`src/rtl/riscv_ctrl_pkg.sv`:
```
// riscv_ctrl_pkg: opcodes, FSM states and control-field encodings shared by the RV32I controllers
package riscv_ctrl_pkg;
  localparam logic [6:0] OP_LOAD   = 7'b0000011;
  localparam logic [6:0] OP_STORE  = 7'b0100011;
  localparam logic [6:0] OP_RTYPE  = 7'b0110011;
  localparam logic [6:0] OP_ITYPE  = 7'b0010011;
  localparam logic [6:0] OP_BRANCH = 7'b1100011;
  localparam logic [6:0] OP_JAL    = 7'b1101111;
  typedef enum logic [3:0] {
    FETCH    = 4'd0,
    DECODE   = 4'd1,
    MEMADR   = 4'd2,
    MEMREAD  = 4'd3,
    MEMWB    = 4'd4,
    MEMWRITE = 4'd5,
    EXEC_R   = 4'd6,
    EXEC_I   = 4'd7,
    ALUWB    = 4'd8,
    JAL      = 4'd9,
    BRANCH   = 4'd10
  } state_t;
  localparam logic [1:0] ALU_ADD       = 2'b00;
  localparam logic [1:0] ALU_SUB       = 2'b01;
  localparam logic [1:0] ALU_FUNCT     = 2'b10;
  localparam logic [1:0] RES_ALUOUT    = 2'b00;
  localparam logic [1:0] RES_DATA      = 2'b01;
  localparam logic [1:0] RES_ALURESULT = 2'b10;
  localparam logic [1:0] SRCA_PC       = 2'b00;
  localparam logic [1:0] SRCA_OLDPC    = 2'b01;
  localparam logic [1:0] SRCA_RD1      = 2'b10;
  localparam logic [1:0] SRCB_RD2      = 2'b00;
  localparam logic [1:0] SRCB_IMM      = 2'b01;
  localparam logic [1:0] SRCB_FOUR     = 2'b10;
  localparam logic [1:0] IMM_I         = 2'b00;
  localparam logic [1:0] IMM_S         = 2'b01;
  localparam logic [1:0] IMM_B         = 2'b10;
  localparam logic [1:0] IMM_J         = 2'b11;
endpackage

```
`src/rtl/imm_src_decoder.sv`:
```
// imm_src_decoder: opcode to immediate-format select, shared with the single-cycle core
module imm_src_decoder
  import riscv_ctrl_pkg::*;
(
  input  logic [6:0] op,
  output logic [1:0] imm_src
);
  always_comb
    imm_src = op == OP_STORE  ? IMM_S :
              op == OP_BRANCH ? IMM_B :
              op == OP_JAL    ? IMM_J : IMM_I;
endmodule

```
`src/rtl/multicycle_controller.sv`:
```
// multicycle_controller: main control FSM of the multicycle RV32I core
module multicycle_controller
  import riscv_ctrl_pkg::*;
#(
  parameter int STATE_W     = 4,
  parameter bit SUPPORT_BNE = 1'b1
) (
  input  logic               clk,
  input  logic               rst,
  input  logic [6:0]         op,
  input  logic [2:0]         funct3,
  input  logic               funct7_5,
  input  logic               zero,
  output logic               pc_write,
  output logic               adr_src,
  output logic               mem_write,
  output logic               ir_write,
  output logic [1:0]         result_src,
  output logic [1:0]         alu_src_a,
  output logic [1:0]         alu_src_b,
  output logic [1:0]         alu_op,
  output logic [1:0]         imm_src,
  output logic               reg_write,
  output logic               illegal,
  output logic [STATE_W-1:0] state_dbg
);
  state_t r_state, w_next;
  logic w_br_ok, w_legal, w_pcw, w_irw, w_mw, w_rw, w_unused;
  assign w_unused = funct7_5;
  assign w_br_ok  = funct3 == 3'b000 || (SUPPORT_BNE && funct3 == 3'b001);
  assign w_legal  = op inside {OP_LOAD, OP_STORE, OP_RTYPE, OP_ITYPE, OP_JAL} || (op == OP_BRANCH && w_br_ok);
  always_ff @(posedge clk)
    if (rst) r_state <= FETCH;
    else     r_state <= w_next;
  always_comb begin
    w_next = FETCH;
    case (r_state)
      FETCH:                w_next = DECODE;
      DECODE:               w_next = op inside {OP_LOAD, OP_STORE} ? MEMADR :
                                     op == OP_RTYPE ? EXEC_R :
                                     op == OP_ITYPE ? EXEC_I :
                                     op == OP_JAL   ? JAL    :
                                     w_legal        ? BRANCH : FETCH;
      MEMADR:               w_next = op[5] ? MEMWRITE : MEMREAD;
      MEMREAD:              w_next = MEMWB;
      EXEC_R, EXEC_I, JAL:  w_next = ALUWB;
      default:              w_next = FETCH;
    endcase
  end
  always_comb begin
    w_pcw      = 1'b0;
    w_irw      = 1'b0;
    w_mw       = 1'b0;
    w_rw       = 1'b0;
    adr_src    = 1'b0;
    result_src = RES_ALUOUT;
    alu_src_a  = SRCA_PC;
    alu_src_b  = SRCB_RD2;
    alu_op     = ALU_ADD;
    case (r_state)
      FETCH: begin
        w_pcw      = 1'b1;
        w_irw      = 1'b1;
        alu_src_b  = SRCB_FOUR;
        result_src = RES_ALURESULT;
      end
      DECODE: begin
        alu_src_a = SRCA_OLDPC;
        alu_src_b = SRCB_IMM;
      end
      MEMADR: begin
        alu_src_a = SRCA_RD1;
        alu_src_b = SRCB_IMM;
      end
      MEMREAD:  adr_src = 1'b1;
      MEMWB: begin
        result_src = RES_DATA;
        w_rw       = 1'b1;
      end
      MEMWRITE: begin
        adr_src = 1'b1;
        w_mw    = 1'b1;
      end
      EXEC_R: begin
        alu_src_a = SRCA_RD1;
        alu_op    = ALU_FUNCT;
      end
      EXEC_I: begin
        alu_src_a = SRCA_RD1;
        alu_src_b = SRCB_IMM;
        alu_op    = ALU_FUNCT;
      end
      ALUWB:    w_rw = 1'b1;
      JAL: begin
        w_pcw     = 1'b1;
        alu_src_a = SRCA_OLDPC;
        alu_src_b = SRCB_FOUR;
      end
      BRANCH: begin
        w_pcw     = zero ^ funct3[0];
        alu_src_a = SRCA_RD1;
        alu_op    = ALU_SUB;
      end
      default: ;
    endcase
  end
  assign pc_write  = w_pcw & ~rst;
  assign ir_write  = w_irw & ~rst;
  assign mem_write = w_mw & ~rst;
  assign reg_write = w_rw & ~rst;
  assign illegal   = r_state == DECODE && !w_legal && !rst;
  assign state_dbg = STATE_W'(r_state);
  imm_src_decoder u_imm (.op(op), .imm_src(imm_src));
endmodule
```
`config.mk`:
```
export PLATFORM = sky130hd
export DESIGN_NAME = multicycle_controller
export DESIGN_NICKNAME = d
export VERILOG_FILES = /design/src/rtl/riscv_ctrl_pkg.sv /design/src/rtl/imm_src_decoder.sv /design/src/rtl/multicycle_controller.sv
export SDC_FILE = /design/constraint.sdc
export NUM_CORES = 1
export LEC_CHECK = 0
export ABC_AREA = 0
export BUFFER_PORTS_ARGS = -buffer_cell sky130_fd_sc_hd__buf_4
export CELL_PAD_IN_SITES_DETAIL_PLACEMENT = 1
export CELL_PAD_IN_SITES_GLOBAL_PLACEMENT = 1
export CORE_ASPECT_RATIO = 1.5
export CORE_MARGIN = 2
export CORE_UTILIZATION = 23
export CTS_CLUSTER_DIAMETER = 80
export DETAILED_ROUTE_END_ITERATION = 6
export GPL_ROUTABILITY_DRIVEN = 0
export PLACE_DENSITY = 0.73
export SLEW_MARGIN = 20
export SYNTH_ARGS = -nofsm -noshare
export SYNTH_HDL_FRONTEND = slang
export SYNTH_HIERARCHICAL = 1
export SYNTH_SLANG_ARGS = --single-unit
export TNS_END_PERCENT = 10
```
`constraint.sdc`:
```
create_clock -name clk -period 1.2 [get_ports clk]
set_input_delay 0.12 -clock clk [delete_from_list [all_inputs] [get_ports clk]]
set_output_delay 0.12 -clock clk [all_outputs]
set_load 0.01 [all_outputs]
```
Word-level counts from Yosys, hierarchy flattened
Index checks and enable logic that the tools add are counted.

Reduce and logical (&&, ||, !) cells: 19. Bitwise logic cells: 6. Equality and inequality tests: 17. Mux-type cells: 19.

Operators by type and width (count): 2-to-1 mux 4 bit (5); one-hot mux 4 bit (5 select lines) (1); == test 4 x 3 -> 1 bit, second input constant (4); one-hot mux 2 bit (2 select lines) (4); == test 7 x 6 -> 1 bit, second input constant (2); == test 7 bit, second input constant (2); == test 4 bit, second input constant (3); OR reduction 2 bit (5); == test 4 x 2 -> 1 bit, second input constant (2); == test 7 x 2 -> 1 bit, second input constant (1); == test 7 x 5 -> 1 bit, second input constant (1); 2-to-1 mux 2 bit (3); OR reduction 3 bit (2); nonzero test 5 bit (1); bitwise AND 1 bit (4); == test 4 x 1 -> 1 bit, second input constant (1); logical NOT 4 bit (1); 2-to-1 mux 1 bit (4); OR reduction 4 bit (1); == test 3 x 1 -> 1 bit, second input constant (1); logical AND 1 bit (3); logical NOT 3 bit (1); 2-to-1 mux 3 bit (1); logical NOT 1 bit (2); 5 further kinds (6).

Output and inout port bits: 20. Word-level logic and storage cells: 62. Bits in registers: 4.

Logic depth before layout (Yosys ltp)
Gate-level depths: netlist of the first run.

Word-level depth: 10. Gate-level depth with buffers: 5. Gate-level depth less buffers: 3.

Modules after synthesis
The synthesis of the first run kept the hierarchy.

By module, submodules not included: multicycle_controller (cells each 57, instances 1, seq. area each 80.1 µm², area an instance 429.2 µm²); imm_src_decoder (cells each 6, instances 1, seq. area each 0.0 µm², area an instance 41.3 µm²).

Worst setup path after synthesis of the first run
No wires, ideal clock.

Kind: flip-flop to output port. Start: reg r_state[3] (netlist: state_dbg[3]). End: out illegal. Slack: -300 ps. Data arrival time: 1380 ps. Cell stages (with the launch flop): 4. Buffers on the path: 1. Path through: dfxtp_1 buf_2 or3_1 nor4_1.

Longest elaborated chain between the ends: 3.

RTL lines: start, declared (line multicycle_controller.sv:27) `state_t r_state, w_next;`; start signal, assigned (line multicycle_controller.sv:34) `else r_state <= w_next;`; == test 4 x 1 -> 1 bit (line multicycle_controller.sv:111) `assign illegal = r_state == DECODE && !w_legal && !rst;`; logical AND 1 bit (2 in series) (line multicycle_controller.sv:111); end, declared (line multicycle_controller.sv:24) `output logic illegal,`.

Every way passes these cells.

Worst setup path after layout of the first run
Start: reg r_state[2] (netlist: state_dbg[2]). End: out pc_write.

Longest elaborated chain between the ends: 4. Elaborated cells on any way between the ends: 6.

RTL lines: == test 4 bit or logical NOT 4 bit (tied branches) (line multicycle_controller.sv:60) `case (r_state)`; OR reduction 2 bit (no source line); one-hot mux 1 bit (2 select lines) (*) (line multicycle_controller.sv:60); bitwise AND 1 bit (*) (line multicycle_controller.sv:107) `assign pc_write = w_pcw & ~rst;`; end, declared (line multicycle_controller.sv:14) `output logic pc_write,`.

Every way passes the cells marked *; elsewhere a longest branch is shown, timed or not.

==> qor.txt, run 1 <==
Area contributors post-synth: dfxtp_1 (17%), xor2_1 (5.6%), nor3_1 (5.3%)
first-pass GRT wire length: 3040 um
initial detailed-routing violation count: 4
FF+latch count, synth: 4
Slew @ Worst Pin: 277 ps
Die Span Y: 59.4 um
register share of total power: 26.3%
Mapped Area: 470 um2
root buf cell: clkbuf_4
DRC viols: 0
Worst Slack Setup Final: -230 ps
share of cells above drive strength 1: 68.1%
highest fanout seen on the critical path: 11
total CTS buffers: 3
startpoint types: flip-flop
drt pass-1 iters: 3
clock share of power: 33.6%
P&R area growth vs syn: 114%
Die X: 40.9 um
Slew HR: 81.4%
Commonest cells post-synth: nor2_1 (5), nor3_1 (5), a21oi_1 (4), dfxtp_1 (4), nor4_1 (4)
Vias/cell: 5.14
WHS: 185 ps
largest net degree at the start of global routing: 12
worst min-delay path class: primary input to flip-flop
Crit path largest cell delay: 390 ps
antenna cells: 0
Setup violations, final: 14
Max Fclk: 699 MHz
Vias: 694
Ys Warns: 6
syn_area_per_cell: 7.47 um2
Max-cap violations: 0
CP Cell Sequence: nor4bb_4 > and2_1 > o21a_1 > buf_4
utilization after layout: 50.9%
fraction of registers with async set/reset: 0%
setup bufs post-CTS: 0
failing checks: negative setup slack
pre-CTS setup slack: -122 ps
Final Hold Fails: 0
# IOs: 34
RSZ-0062 raised after global routing: true
leakage power: 0.466 nW
worst skew pair latency: 250 ps
Yosys cell types: 33
VDD IR max: 0.000386 V
number of global-route vias before repair: 719
combinational power share: 40.1%
Worst-path clk slew: 40 ps
CTS tree: done
crit path DAT: 1310 ps
outcome: complete, but fails checks
Seq/Total Area, Yosys: 17.0%
Final Max Slew Viols: 0
max reg flops: 4
port bufs: 32
Post-synth EDFFs: 0
NetSw: 0.000161 W
syn nets: 77
post-route ant nets: 0
Core Region: 0.00198 mm2
fin crit period: 1430 ps
hold bufs inserted after CTS: 0
CP Capture Type: output port
initial antenna violation count: 0
critical path required time: 1080 ps
top cell type's share of synthesized area: 17.0%
Int Pwr: 0.000368 W
# H-tree levels: 1
fin nets: 129
worst clock skew: 1.73 ps
slowest CP cell: dfxtp_4
Tcrit/Tclk final: 119%
Pwr Density: 526 mW/mm2
average routed wire per standard cell: 13.5 um
Main synth FF type: dfxtp_1
Post-Route WL: 1830 um
GRT Util Overall: 18.3%
Setup Crit Path Kind: flip-flop to output port
die area: 0.00243 mm2
post-synth top area cell: dfxtp_1
Cell Rows: 20
CTS sink cnt: 4
CTS max path bufs: 2
Mapped Cells: 63
Net Sw Frac: 30.5%
initial core utilization: 23.8%
DPL Wire Length: 1530 um
remaining global-route overflow: 0
==> metrics by stage <==
stage	power, W	area [um2]	setup TNS [ps]	std cells
2_1_floorplan	0.000220	524	-213	63
3_3_place_gp	0.000342	916	-517	132
3_5_place_dp	0.000347	916	-689	132
4_1_cts	0.000532	991	-1940	135
5_1_grt	0.000557	1010	-2590	135
6_report	0.000529	1010	-1770	135
==> cells by family after synthesis <==
| family | count (synthesis) | share of synthesized area [%] |
|---|---|---|
| AOI/OAI and AO/OA | 12 | 18.1 |
| xor gates and xnor gates | 5 | 9.31 |
| buffers and inverters | 6 | 5.58 |
| DFF | 4 | 17.0 |
| and+or+nand+nor | 36 | 50.0 |
==> worst paths after layout <==
kind                 from           end  slack [ps]  cells past startpoint
max reg2reg  state_dbg[2]  state_dbg[2]          30                      3
min                   rst  state_dbg[3]         190                      3
min reg2reg  state_dbg[3]  state_dbg[3]         560                      1
max          state_dbg[2]      pc_write        -230                      4
==> cell usage in the layout (no fill, tap or decap), types with 2 or more instances in the layout <==
master,instances
dfxtp_4,3
xnor2_1,2
nor2_1,4
xor2_1,3
nor3_2,4
nand3_1,2
nor3b_1,2
nor4_2,2
buf_6,3
clkbuf_4,3
buf_4,49
a21oi_1,4
and2_1,2
nand4b_1,2
==> power by group through the flow <==
stage	combinational, W	clock (W)	sequential (W)
CTS	0.000214	0.000180	0.000139
detailed placement	0.000203	0	0.000144
global placement	0.000198	0	0.000144
global route	0.000232	0.000184	0.000140
finish	0.000212	0.000178	0.000139
floorplan	0.0000745	0	0.000145
==> cell type report <==
type                    count  area, um2
clock buffers               3       22.5
fillers                   246        971
inverters                   1       3.75
multi-input cells          53        458
flip-flops and latches      4       92.6
well taps                  22       27.5
repair buffers             52        402
==> critical path: cells and delay by family, from the launching register on <==
family	cells	cell delay, ps
AND/OR/NAND/NOR	2	460
buffers and inverters	1	110
AO/OA/AOI/OAI	1	100
flip-flops	1	390
==> metal layers <==
metal,GRT usage (%),vias to the layer above,part of all wire [%]
met5,0,-,0
met4,7.14,0,1.5
met3,2.26,3,5.3
met2,35.9,24,61
met1,16.7,329,32
li1,-,338,-
==> timing repair <==
| item | CTS | global route |
|---|---|---|
| pin swaps | 3 | 0 |
| endpoints found under the setup margin | 18 | 16 |
| resized for setup | 17 | 4 |
| gates cloned | 0 | 0 |
Power figures use the tool's default switching activity.
==> run 2, diff against run 1 <==
CORE_MARGIN = not set   (was 2)
GPL_TIMING_DRIVEN = 0   (was not set)
==> qor.txt, run 2 (synthesis results as in run 1) <==
outcome: complete, but fails checks
failing checks: negative setup slack
Tcrit/Tclk final: 124% (+4.9 points)
setup TNS: -1930 ps (-159 ps)
slowest CP cell: or3_4
Setup violations, final: 13 (-1)
Non-Filler Instances: 121 (-10%)
CTS max path bufs: 2 (unchanged)
max reg flops: 4 (unchanged)
antenna cells: 0 (unchanged)
worst clock skew: 0.451 ps (-1.27 ps)
Vias: 642 (-7.5%)
DPL Wire Length: 1330 um (-13%)
port bufs: 32 (unchanged)
Die X: 38.9 um (-4.9%)
pre-CTS setup slack: -220 ps (-98.5 ps)
P&R area growth vs syn: 94.9%
CTS tree: done
most common cell after layout, fill and taps aside: buf_4
total CTS buffers: 3 (unchanged)
GRT met3 Usage: 3.50% (+1.2 points)
root buf cell: clkbuf_4
Crit path largest cell delay: 370 ps (-20 ps)
most frequent cells in the layout: buf_4 (34), nor2_1 (5), nor3_2 (5)
Max-cap violations: 0 (unchanged)
# H-tree levels: 1 (unchanged)
Worst-path clk slew: 40 ps (about the same)
fin crit period: 1490 ps (+59.0 ps)
Max Fclk: 671 MHz (-4.0%)
Cell Rows: 19 (-5.0%)
highest fanout seen on the critical path: 10 (-1)
CP Cell Sequence: buf_6 > or3_4 > nor4_4 > buf_4
GRT Max-Usage Layer: met2
Final Hold Fails: 0 (unchanged)
average routed wire per standard cell: 14.4 um (+6.7%)
startpoint types: flip-flop
Slew HR: 81.7% (+0.28 points)
number of global-route vias before repair: 672 (-6.5%)
hold bufs inserted after CTS: 0 (unchanged)
CTS sink cnt: 4 (unchanged)
worst min-delay path class: primary input to flip-flop
Setup Crit Path Kind: flip-flop to output port
Core Region: 0.00188 mm2 (-5.0%)
first-pass GRT wire length: 2790 um (-8.2%)
RSZ-0062 raised after global routing: true
placed insts: 116 (-12%)
met2 layer usage reported by global route: 33.8% (-2.1 points)
crit path DAT: 1370 ps (+60 ps)
final instance area: 917 um2 (-8.8%)
VDD IR max: 0.000292 V (-24%)
Post-Route WL: 1750 um (-4.3%)
initial detailed-routing violation count: 0 (-4)
met1 Usage GRT: 15.3% (-1.4 points)
Pwr Density: 535 mW/mm2 (+1.7%)
fin nets: 116 (-10%)
GRT Util Overall: 17.2% (-1.0 points)
worst skew pair latency: 230 ps (-20 ps)
placed inst area: 791 um2 (-14%)
Worst Slack Setup Final: -289 ps (-59.0 ps)
Worst Hold Depth: 3 (unchanged)
initial core utilization: 25.0% (+1.3 points)
Die Span Y: 57.4 um (-3.4%)
die area: 0.00223 mm2 (-8.1%)
# IOs: 34 (unchanged)
critical path required time: 1080 ps (about the same)
leakage power: 0.405 nW (-13%)
largest net degree at the start of global routing: 11 (-1)
initial antenna violation count: 0 (unchanged)
CP Capture Type: output port
remaining global-route overflow: 0 (unchanged)
Slew @ Worst Pin: 273 ps (-3.57 ps)
share of cells above drive strength 1: 62.0% (-6.1 points)
FF-to-FF path depth: 4 (+1)
drt pass-1 iters: 1 (-2)
utilization after layout: 48.8% (-2.1 points)
DRC viols: 0 (unchanged)
Vias/cell: 5.31 (+3.2%)
post-route ant nets: 0 (unchanged)
Final Max Slew Viols: 0 (unchanged)
run 2: changes by cell type in the layout (fill, tap and decap cells not counted), sizes merged:
cell,previous run,this run
buf,52,38
clkbuf,3,4
run 2: path summary, 6_finish.rpt:
check                     from      endpoint  slack, ps
setup / recovery  state_dbg[3]       illegal       -290
hold / removal           op[5]  state_dbg[1]        200
setup reg to reg  state_dbg[3]  state_dbg[2]        -10
hold reg to reg   state_dbg[0]  state_dbg[1]        620
run 2: layer usage:
| metal | share of wire, % | vias to the layer above |
|---|---|---|
| li1 | - | 315 |
| met1 | 36 | 297 |
| met2 | 57 | 28 |
| met3 | 6.5 | 2 |
| met4 | 0.69 | 0 |
| met5 | 0 | - |
run 2: critical path: cells and delay by family, from the launching register on:
family	cells	cell delay, ps
flip-flops	1	320
AND/OR/NAND/NOR	2	520
buffers and inverters	2	300
run 2: timing repair:
item	4_1_cts	5_1_grt
endpoints found under the setup margin	15	16
pin swaps	4	0
resized for setup	21	4
endpoints found under the hold margin	0	0
setup buffers	2	0
run 2: metrics by stage:
step / hold slack, ps / total power (W)
after global routing: 206 / 0.000520
after CTS: 189 / 0.000496
after floorplan: 287 / 0.000220
final: 202 / 0.000491
after detailed placement: 433 / 0.000311
after global placement: 431 / 0.000307
run 2: report_power, final:
| group | internal, W | total (W) | switching (W) |
|---|---|---|---|
| combinational | 0.0000994 | 0.000184 | 0.0000842 |
| sequential | 0.000137 | 0.000145 | 0.00000819 |
| clock | 0.000112 | 0.000162 | 0.0000509 |
run 2: cell type report:
class | count | area, um2
tap | 21 | 26.3
buffer | 5 | 62.6
fill | 232 | 961
clock buffer | 3 | 22.5
inverter | 1 | 3.75
multi-input combinational | 53 | 459
sequential | 4 | 87.6
timing repair buffer | 34 | 255
==> run 3, diff against run 2 <==
ABC_AREA = 1   (was 0)
CORE_UTILIZATION = 22   (was 23)
==> qor.txt, run 3 <==
fin nets: 153 (+32%)
combinational power share: 39.1% (+1.7 points)
Max-cap violations: 0 (unchanged)
fraction of registers with async set/reset: 0% (unchanged)
# IOs: 34 (unchanged)
DPL Wire Length: 1510 um (+13%)
FF+latch count, synth: 4 (unchanged)
most common cell in the netlist: nand2_1
worst min-delay path class: primary input to flip-flop
WP buf/inv: 4 (+2)
Filler cells: 316 (+36%)
Pwr Density: 562 mW/mm2 (+5.0%)
initial core utilization: 23.1% (-1.9 points)
Int Pwr: 0.000338 W (-2.7%)
die area: 0.00255 mm2 (+14%)
worst skew pair latency: 240 ps (about the same)
Max Fclk: 721 MHz (+7.3%)
placed inst area: 778 um2 (-1.6%)
syn nets: 110 (+43%)
post-route ant nets: 0 (unchanged)
max reg flops: 4 (unchanged)
Net Sw Frac: 33.4% (+4.3 points)
largest net degree at the start of global routing: 10 (-1)
remaining global-route overflow: 0 (unchanged)
RSZ-0062 raised after global routing: true
clock share of power: 33.4% (+0.3 points)
Mapped Area: 517 um2 (+9.8%)
Yosys cell types: 24 (-27%)
root buf cell: clkbuf_4
WHS: 259 ps (+57.7 ps)
Setup violations, final: 12 (-1)
post-synth top area cell: nand2_1
VDD IR max: 0.000195 V (-33%)
setup TNS: -1070 ps (+857 ps)
leakage power: 0.479 nW (+18%)
# H-tree levels: 1 (unchanged)
Ys Warns: 6 (unchanged)
CTS sink cnt: 4 (unchanged)
CTS tree: done
register share of total power: 27.5% (-2.0 points)
Final Hold Fails: 0 (unchanged)
Setup Crit Path Kind: flip-flop to output port
fin crit period: 1390 ps (-102 ps)
startpoint types: flip-flop
Core Region: 0.00223 mm2 (+19%)
final instance area: 905 um2 (-1.4%)
NetSw: 0.000170 W (+19%)
Mapped Cells: 96 (+52%)
initial antenna violation count: 0 (unchanged)
port bufs: 31 (-3.1%)
Die Span Y: 61.4 um (+6.9%)
number of global-route vias before repair: 784 (+17%)
Worst-path clk slew: 40 ps (about the same)
Cell Rows: 21 (+2)
slowest CP cell: dfxtp_4
GRT Util Overall: 16.6% (-0.67 points)
Critical Path Source: state_dbg[2]
Area contributors post-synth: nand2_1 (18%), dfxtp_1 (15%), nor2_1 (12%)
CTS max path bufs: 2 (unchanged)
Vias/cell: 4.86 (-8.5%)
DRC viols: 0 (unchanged)
Commonest cells post-synth: nand2_1 (25), nor2_1 (17), inv_1 (16)
Post-Route WL: 1960 um (+12%)
worst clock skew: 1.77 ps (+1.31 ps)
highest fanout seen on the critical path: 5 (-5)
syn_area_per_cell: 5.38 um2 (-28%)
top cell type's share of synthesized area: 18.2% (+1.1 points)
CP Cell Sequence: nor2_4 > buf_6 > inv_4 > nor3_2 > inv_1 > nand2_1 > buf_4
failing checks: negative setup slack
drt pass-1 iters: 4 (+3)
CP Capture Type: output port
Vias: 777 (+21%)
Worst Slack Setup Final: -188 ps (+102 ps)
P&R area growth vs syn: 75.1%
Post-synth EDFFs: 0 (unchanged)
initial detailed-routing violation count: 8 (+8)
utilization after layout: 40.5% (-8.3 points)
average routed wire per standard cell: 12.2 um (-15%)
outcome: complete, but fails checks
Slew @ Worst Pin: 495 ps (+221 ps)
Top delay family on crit path: flip-flops
antenna cells: 0 (unchanged)
Tcrit/Tclk final: 116% (-8.5 points)
Seq/Total Area, Yosys: 15.5% (-1.5 points)
crit path DAT: 1270 ps (-100 ps)
most common cell after layout, fill and taps aside: buf_4
critical path required time: 1080 ps (about the same)
first-pass GRT wire length: 3280 um (+18%)
Main synth FF type: dfxtp_1
total CTS buffers: 3 (unchanged)
worst r2r src: state_dbg[2]
Crit path largest cell delay: 350 ps (-20 ps)
Hold Crit Start: op[5]
hold bufs inserted after CTS: 0 (unchanged)
share of cells above drive strength 1: 48.9% (-13 points)
most frequent cells in the layout: buf_4 (36), nand2_1 (23), nor2_1 (16)
Slew HR: 67.0% (-15 points)
Final Max Slew Viols: 0 (unchanged)
Die X: 41.6 um (+6.8%)
==> run 3: cell types whose count changed in the layout (fill, tap and decap cells not counted), sizes merged, moves of 3 or more <==
cell	previous run	this run
nor3b	3	0
nor2	5	20
nand2	1	30
o21ai	0	4
nor4	4	0
xor2	3	0
inv	1	19
==> run 3: power groups by stage <==
stage                     clock network, W  registers [W]  logic [W]
after floorplan                          0       0.000145  0.0000927
after global placement                   0       0.000144   0.000179
after detailed placement                 0       0.000144   0.000183
after CTS                         0.000169       0.000139   0.000191
after global routing              0.000192       0.000140   0.000221
final                             0.000170       0.000140   0.000199
==> run 3: layout make-up <==
class	instances	area [um2]	area share, %
Clock buffer	3	22.5	2.49
Timing Repair Buffer	38	293	32.4
Multi-Input combinational cell	72	383	42.3
Tap cell	23	28.8	3.18
Inverter	19	81.3	8.99
Buffer	1	3.75	0.415
Sequential cell	4	92.6	10.2
==> run 3: kinds of logic after synthesis <==
logic type / share of synthesized area (%)
and+or+nand+nor: 54.5
buffers and inverters: 15.0
AOI/OAI and AO/OA: 15.0
DFF: 15.5
==> run 3: layer usage <==
metal | wire, um | GRT usage, % | part of all wire [%]
met3 | 105 | 0.587 | 5.4
met1 | 657 | 16.2 | 34
met4 | 36 | 9.22 | 1.8
met2 | 1160 | 34.6 | 59
met5 | 0 | 0 | 0
==> run 3: metrics by stage <==
stage                     total power (W)  worst slack, ps  cells
final                            0.000508             -188    160
after global placement           0.000323            -63.6    150
after CTS                        0.000500             -169    157
after floorplan                  0.000238            -19.0     96
after global routing             0.000553             -267    160
after detailed placement         0.000327            -98.7    150
==> run 3: repair_timing <==
action | in CTS | in global routing
resized for setup | 14 | 6
buffers inserted | 4 | 3
setup endpoints to repair | 14 | 15
pin swaps | 2 | 4
==> run 3: path summary, 6_finish.rpt <==
path	end	slack [ps]	cells after the start
max	adr_src	-190	7
min	state_dbg[1]	260	4
max reg2reg	state_dbg[2]	-60	9
min reg2reg	state_dbg[1]	590	2
==> run 3: tightest hold or removal path: stages <==
cell     delay [ps]
buf_4            90
inv_1            60
nand4_1         110
a21oi_1          70
